File: config.mk
export PLATFORM = sky130hd
export DESIGN_NAME = hamming_rx_deser
export DESIGN_NICKNAME = d
export VERILOG_FILES = /design/src/rtl/hamming_rx_deser.sv
export SDC_FILE = /design/constraint.sdc
export NUM_CORES = 1
export LEC_CHECK = 0
export CAP_MARGIN = 20
export CORE_ASPECT_RATIO = 1.75
export CORE_MARGIN = 4
export CORE_UTILIZATION = 55
export DETAILED_ROUTE_END_ITERATION = 6
export PLACE_DENSITY = 0.9
export SLEW_MARGIN = 10
export SYNTH_ARGS = -nofsm -noshare
export SYNTH_HDL_FRONTEND = slang
export SYNTH_SLANG_ARGS = --single-unit
File: constraint.sdc
create_clock -name clk -period 4.2 [get_ports clk]
set_clock_uncertainty 0.15 [all_clocks]
set_input_delay 0.42 -clock clk [delete_from_list [all_inputs] [get_ports clk]]
set_output_delay 0.42 -clock clk [all_outputs]
set_load 0.005 [all_outputs]
File: src/rtl/hamming_rx_deser.sv
// hamming_rx_deser: serial Hamming(7,4) receiver that deserialises, corrects single-bit errors
// and presents the data nibble on a valid/ready port with saturating frame statistics.
module hamming_rx_deser #(
    parameter int CNT_W = 8
) (
    input  logic             clk,
    input  logic             rst_n,
    input  logic             sin_valid,
    input  logic             sin_bit,
    input  logic             sin_start,
    output logic             out_valid,
    input  logic             out_ready,
    output logic [3:0]       out_data,
    output logic             out_corrected,
    output logic [2:0]       out_syndrome,
    input  logic             clr_stats,
    output logic [CNT_W-1:0] frame_count,
    output logic [CNT_W-1:0] corr_count,
    output logic             overflow
);
    typedef enum logic {IDLE, SHIFT} state_t;
    state_t           r_state, w_state_nx;
    logic [2:0]       r_cnt, w_cnt_nx;
    logic [6:0]       r_sr, w_sr_nx;
    logic             w_complete;
    logic [6:0]       r_dec;
    logic             r_dec_v;
    logic             r_out_valid;
    logic [3:0]       r_out_data;
    logic             r_out_corr;
    logic [2:0]       r_out_syn;
    logic [CNT_W-1:0] r_fc, r_cc;
    logic             r_ovf;
    logic [2:0]       w_syn;
    logic [6:0]       w_fix;
    logic             w_load;
    always_comb begin
        w_state_nx = r_state;
        w_cnt_nx   = r_cnt;
        w_sr_nx    = r_sr;
        w_complete = 1'b0;
        if (sin_valid) begin
            if (sin_start) begin
                w_sr_nx[0] = sin_bit;
                w_cnt_nx   = 3'd1;
                w_state_nx = SHIFT;
            end else if (r_state == SHIFT) begin
                w_sr_nx[r_cnt] = sin_bit;
                w_complete     = (r_cnt == 3'd6);
                w_state_nx     = w_complete ? IDLE : SHIFT;
                w_cnt_nx       = w_complete ? 3'd0 : r_cnt + 3'd1;
            end
        end
    end
    always_ff @(posedge clk or negedge rst_n) begin
        if (!rst_n) begin
            r_state <= IDLE;
            r_cnt   <= 3'd0;
            r_sr    <= 7'd0;
        end else begin
            r_state <= w_state_nx;
            r_cnt   <= w_cnt_nx;
            r_sr    <= w_sr_nx;
        end
    end
    // Codeword index i holds Hamming position i+1, so syndrome s flips index s-1.
    assign w_syn  = {r_dec[3] ^ r_dec[4] ^ r_dec[5] ^ r_dec[6],
                     r_dec[1] ^ r_dec[2] ^ r_dec[5] ^ r_dec[6],
                     r_dec[0] ^ r_dec[2] ^ r_dec[4] ^ r_dec[6]};
    assign w_fix  = r_dec ^ ((w_syn != 3'd0) ? (7'd1 << (w_syn - 3'd1)) : 7'd0);
    assign w_load = r_dec_v && (!r_out_valid || out_ready);
    always_ff @(posedge clk or negedge rst_n) begin
        if (!rst_n) begin
            r_dec       <= 7'd0;
            r_dec_v     <= 1'b0;
            r_out_valid <= 1'b0;
            r_out_data  <= 4'd0;
            r_out_corr  <= 1'b0;
            r_out_syn   <= 3'd0;
            r_fc        <= '0;
            r_cc        <= '0;
            r_ovf       <= 1'b0;
        end else begin
            r_dec_v <= w_complete;
            if (w_complete)
                r_dec <= w_sr_nx;
            if (w_load) begin
                r_out_valid <= 1'b1;
                r_out_data  <= {w_fix[6], w_fix[5], w_fix[4], w_fix[2]};
                r_out_corr  <= (w_syn != 3'd0);
                r_out_syn   <= w_syn;
            end else if (out_ready) begin
                r_out_valid <= 1'b0;
            end
            if (clr_stats) begin
                r_fc  <= '0;
                r_cc  <= '0;
                r_ovf <= 1'b0;
            end else if (r_dec_v) begin
                if (r_fc != '1)
                    r_fc <= r_fc + CNT_W'(1);
                if (w_syn != 3'd0 && r_cc != '1)
                    r_cc <= r_cc + CNT_W'(1);
                if (!w_load)
                    r_ovf <= 1'b1;
            end
        end
    end
    assign out_valid     = r_out_valid;
    assign out_data      = r_out_data;
    assign out_corrected = r_out_corr;
    assign out_syndrome  = r_out_syn;
    assign frame_count   = r_fc;
    assign corr_count    = r_cc;
    assign overflow      = r_ovf;
endmodule
==> results <==
- The flow ran to the end, and the final reports show no timing, DRC or antenna violations.
- Sorting the synthesized cells by area gives the leading types as sky130_fd_sc_hd__dfrtp_1 50%, sky130_fd_sc_hd__mux2_2 6.2%, sky130_fd_sc_hd__xnor2_1 3.6%.
- In this run the biggest area consumer among cell types represents 50.4% of the synthesized area.
- The core box area is 0.00387 sq mm.
- The mean instance size in the synthesized netlist is 10.6 sq um.
- The detailed-route DRC error count is 0.
- The x dimension of the die is 55.6 um.
- For this design the static power due to leakage is 1.14 nW.
- The initial antenna violation count is 0.
- The total track usage is 17.6%.
- The clock tree from TritonCTS is yes.
- The total number of yosys warnings is 0.
- The hold violation total from the final report came to 0.
- Once detailed placement completed, the half-perimeter wirelength came to 2930 um.
- The number of max-cap violations is 0.
- After detailed routing, the average wire length per cell comes to 14.5 um.
- The synthesis-stage register bit count is 44.
- On the critical path, the stage with the largest delay is an instance of sky130_fd_sc_hd__dfrtp_1.
- The worst IR drop on VDD is 279 uV.
- In this run, the number of DRC markers left after iteration 0 of detailed routing was 52.
- By startpoint and endpoint, the worst setup path is classified as flip-flop to flip-flop.
- The gate count of the mapped netlist is 207.
- The total area of sequential cells is 0.00110 sq mm.
- The vertical die dimension is 91.4 um.
- The number of buffers on the longest clock path is 2.
- The post-CTS repair timing setup buffer count is 0.
- The setup-violating endpoint count in the final report is 0.
- The total count of max-transition violations in the final report is 0.
- The number of I/O pins is 33.
- Once layout is complete, the utilization of the core stands at 67.7%.
- The required time at the endpoint of the critical path is 4.25 ns.
- The fraction of final layout cells sized beyond drive strength 1 is 10.1%.
- The routed via count divided by cell count is 5.87.
- The number of iterations in the first detailed-routing pass is 4.
- The synthesized area is 0.00218 sq mm.
- The power density over the cells is 388 mW/mm^2.
- Walking the worst path, the cells encountered are xnor2_2 -> xor2_1 -> nor2_1 -> ha_1 -> and4b_1 -> o211ai_1 -> or3_1 -> a21oi_1.
- For the worst flop-to-flop path, the logic depth is 8.
- After clock tree synthesis, the clock-pin slew on the worst setup and hold paths is 0.08 ns.
- The number of rows in the core area is 30.
- The slew of the pin with the lowest slew margin is 0.939 ns.
- The final critical path takes up 61.3% of the cycle.
- The cell type with the highest aggregate area in the netlist is sky130_fd_sc_hd__dfrtp_1.
- After global routing the overflow that remains totals 0.
- The wire length after detailed routing is 4140 um.
- In the synthesized netlist the async set-or-reset flop fraction comes to 100%.
- For this run, the slowest stage of the critical path takes 0.48 ns.
- The net count of the mapped netlist is 217.
- After synthesis, the most frequently instantiated cells are 44 x sky130_fd_sc_hd__dfrtp_1, 17 x sky130_fd_sc_hd__nor2_1, 14 x sky130_fd_sc_hd__nand2_1.
- Once detail routing completed, the nets flagged for antenna violations numbered 0.
- The portion of the post-synthesis area used by sequential elements is 50.4%.
- Fill cells in the final layout number 311.
- The highest net fanout along the worst path is 6.
- The final worst hold slack is 0.107 ns.
- The H-tree was split into 2 levels.
- The startpoint type of the worst setup path is a flip-flop.
- Counting the buffers created by CTS gives 5.
- The number of I/O port buffers is 32.
- Once the clock tree was built, the resizer swapped 0 gates to a different size.
- The most repeated cell in the gate-level netlist after synthesis is sky130_fd_sc_hd__dfrtp_1.
- The achievable frequency is 0.388 GHz.
- Across all register-to-register paths, the minimum setup slack is 1.63 ns.
- The signal arrival time at the worst endpoint is 2.62 ns.
- In this run, synthesis inferred 0 flip-flops with an integrated enable.
- For this block, the via count after detailed routing is 1679.
- The non-filler instance count after layout is 286.
- The worst flop-to-flop path startpoint is r_dec[6].
- Measured against its own limit, the worst slew margin works out to 37.4%.
- The min-delay analysis places its worst path in the category primary input to asynchronous set/reset pin.
- The sum of negative setup slack is 0 ns.
- Counting I/O delays and the setup requirement, the final critical path takes 2.57 ns.
- The hold buffer count at CTS is 0.
- The leading register cell type out of synthesis is sky130_fd_sc_hd__dfrtp_1.
- The congestion estimate from routability-driven global placement came to 0.772.
- The worst register-to-register path ends at corr_count[5].
- Setup repair after global routing left no endpoint under its margin.
- The starting density of the core is 56.5%.
- The number of nets in the finished design is 247.
- The global-route wire length before repair is 7200 um.
- The number of antenna diodes is 0.
- The number of global-route vias before repair is 1598.
- The die covers 0.00508 sq mm.
- The number of placed instances, taps included, is 278.
- The worst setup path is captured at a flip-flop.
- The relative area change from synthesis to final layout is 19.9%.
- Counting distinct cell types in the post-synthesis netlist gives 43.
- The clock reaches the later pin of the worst-skew pair after 0.29 ns.
- The library cell used as clock root buffer is sky130_fd_sc_hd__clkbuf_8.
- In the final layout, the multi-input gates occupy 0.00103 sq mm.
- The clock net in this run drives a total of 44 sinks.
- Entering global routing, the biggest net connects 45 pins.
==> registers in the layout, summed over array words and instances (netlist names) <==
name           cells
corr_count         8
frame_count        8
out_corrected      1
out_data           4
out_syndrome       3
out_valid          1
overflow           1
r_cnt              3
r_dec              7
r_dec_v            1
r_sr               6
r_state            1
==> power by group <==
part	total (mW)	switching, mW	internal, mW	leakage (nW)
registers	0.516	0.0402	0.475	0.590
clock network	0.269	0.135	0.134	0.0445
logic	0.233	0.113	0.119	0.511
total	1.02	0.288	0.728	1.14
==> layout by cell type, fill, tap and decap left out, drive strengths merged, types with 3 or more instances in the layout <==
cell / n
nand4: 5
and3: 4
nor2: 17
mux2i: 3
mux2: 12
or4: 5
nand3: 6
nand2b: 6
nor2b: 3
xor2: 7
clkdlybuf4s50: 31
a31oi: 9
nor3: 3
o31ai: 4
xnor2: 10
inv: 4
nand3b: 3
o21ai: 12
clkbuf: 7
nand2: 14
dfrtp: 44
ha: 3
==> cell type report <==
cell class,count,area share (%)
multi-input combinational,150,39.5
inverter,4,0.573
clock buffer,7,3.30
sequential,44,42.0
tap,48,2.29
clock inverter,1,0.287
timing repair buffer,32,12.0
==> worst max path at each step <==
| stage | from | endpoint | slack (ns) |
|---|---|---|---|
| 2_1_floorplan | r_dec[6] | out_data[3] | 1.85 |
| 3_3_place_gp | r_dec[6] | out_data[2] | 1.74 |
| 3_5_place_dp | r_dec[6] | out_data[2] | 1.67 |
| 4_1_cts | r_dec[6] | out_data[2] | 1.65 |
| 5_1_grt | r_dec[6] | corr_count[5] | 1.44 |
| 6_report | r_dec[6] | corr_count[5] | 1.63 |
==> critical path: cells and delay by family, from the launching register on <==
family          cells  cell delay (ns)
compound gates      2             0.37
fa+ha+maj           1             0.24
simple gates        3             0.73
xor+xnor            2             0.53
flops               1             0.48
==> cell families (layout without fill, tap and decap cells) <==
family / count (synthesis) / after routing / synth area share (%)
fa+ha+maj: 3 / 3 / 1.72
compound gates: 38 / 38 / 11.3
mux: 15 / 15 / 7.56
flops: 44 / 44 / 50.4
xor+xnor: 17 / 17 / 7.50
simple gates: 77 / 77 / 19.2
buf+inv: 13 / 44 / 2.29
==> per-layer routing <==
layer	vias up	routed length (um)	GRT usage, %
met5	-	0	0
met4	0	78	7.51
met3	9	168	3.98
met2	44	2280	31.6
met1	815	1610	19.5
li1	811	-	-
==> stage by stage <==
step | cell area [sq um] | worst slack [ns] | total power [mW]
after global placement | 2520 | 1.74 | 0.749
after global routing | 2620 | 1.44 | 1.08
after detailed placement | 2520 | 1.67 | 0.759
after CTS | 2620 | 1.65 | 1.03
final | 2620 | 1.63 | 1.02
after floorplan | 2180 | 1.85 | 0.674
(Power assumes the default switching activity.)
==> RTL change, RTL diff (config.mk and constraints unchanged) <==
Take the reset off `r_sr` and load it in a clocked block of its own.
--- a/src/rtl/hamming_rx_deser.sv
+++ b/src/rtl/hamming_rx_deser.sv
@@ -58,3 +58,2 @@
             r_cnt   <= 3'd0;
-            r_sr    <= 7'd0;
         end else begin
@@ -62,4 +61,7 @@
             r_cnt   <= w_cnt_nx;
-            r_sr    <= w_sr_nx;
         end
+    end
+
+    always_ff @(posedge clk) begin
+        r_sr <= w_sr_nx;
     end
Behaviour: no difference found for any inputs over 10 cycles, from zero or initial values and one cycle with rst_n low; that may be too few to reach the edited logic, so the function may still have changed.
==> RTL change against the original RTL <==
Sequential cell count did not move. Area after synthesis fell by 1.4%. Critical path type unchanged. Utilization rose by 2.0 points. Global-route usage fell by 0.25 points. Wire length rose by 0.97%. Critical path depth fell by 1. Final cell count fell by 0.70%. Critical endpoint is now out_data[1]. Fmax fell by 1.1%. Non-clock buffer count did not move. Cell area fell by 1.4%. Power rose by 0.13%. Setup slack got worse by 28 ps.
==> RTL change: results <==
{
  "status": "finished, final reports clean",
  "routabilityCongestion": 0.8356,
  "design.seq.count": 44,
  "p_per_area_nw_per_um2": 394.3,
  "grt_pass1_wl_mm": 6.975,
  "synthArstFlopShare": 0.8636,
  "placed_area_um2": 2492,
  "via_per_inst": 5.845,
  "clock_buffers": 8,
  "grt_pass1_vias": 1607,
  "n_tap_cell": 46,
  "p_leak_nw": 1.121,
  "hp-class": "in -> async",
  "power_clock_uw": 262,
  "postSynthCellCount": 207,
  "drive_gt1_frac": 0.09664,
  "ys_seq_area_frac": 0.4971,
  "nFillCells": 313,
  "switching_share": 0.2827,
  "dp_hpwl_mm": 3.096,
  "netlist_top_cells_area": "dfrtp_1, mux2_2, dfxtp_1",
  "final-nonclk-buf-share": 0.1221,
  "post-place-ws_ps": 1661,
  "p_sw_uw": 287.8,
  "arrival_ps": 2670,
  "instances_no_fill": 284,
  "worstMarginPinSlew_ps": 824.4,
  "gr-usage-all-layers": 0.1737,
  "ir_drop_mv": 0.3982,
  "first_iter_violations": 41,
  "wl_mm": 4.176,
  "place.port_buffers": 32,
  "worst-setup-path-type": "reg -> reg",
  "seq_area_frac": 0.4147,
  "grt_max_degree": 39,
  "synth_ff_type": "dfrtp_1",
  "yosys-top-cells-count": "dfrtp_1, nor2_1, nand2_1",
  "ys_warn_count": 0,
  "clk_share": 0.03488,
  "ys_types": 44,
  "comb-power_uw": 237
}
RTL change: layer usage:
metal,up-vias,track usage,wire length (um)
li1,808,-,-
met1,807,0.1614,1500
met2,37,0.3429,2418
met3,8,0.03720,168
met4,0,0.07911,89
met5,-,0,0
RTL change: worst paths after layout:
path                            slack, ps              to  cells after the start
worst max-delay path                 1600     out_data[1]                      7
worst min-delay path                   70  frame_count[6]                      1
worst max register to register       1600     out_data[1]                      7
worst min register to register        340        r_dec[0]                      2
max in group asynchronous            3310   corr_count[4]                      1
min in group clk                      340        r_dec[0]                      2
RTL change: cells by family (layout without fill, tap and decap cells):
kind of cell	count (synthesis)	in the layout	synth area share
flip-flops	44	44	0.4971
XOR/XNOR	17	17	0.07608
adder cells (fa/ha/maj)	3	3	0.01742
AO/OA/AOI/OAI	38	38	0.1144
buffers and inverters	13	44	0.02323
AND/OR/NAND/NOR	77	77	0.1951
multiplexers	15	15	0.07666
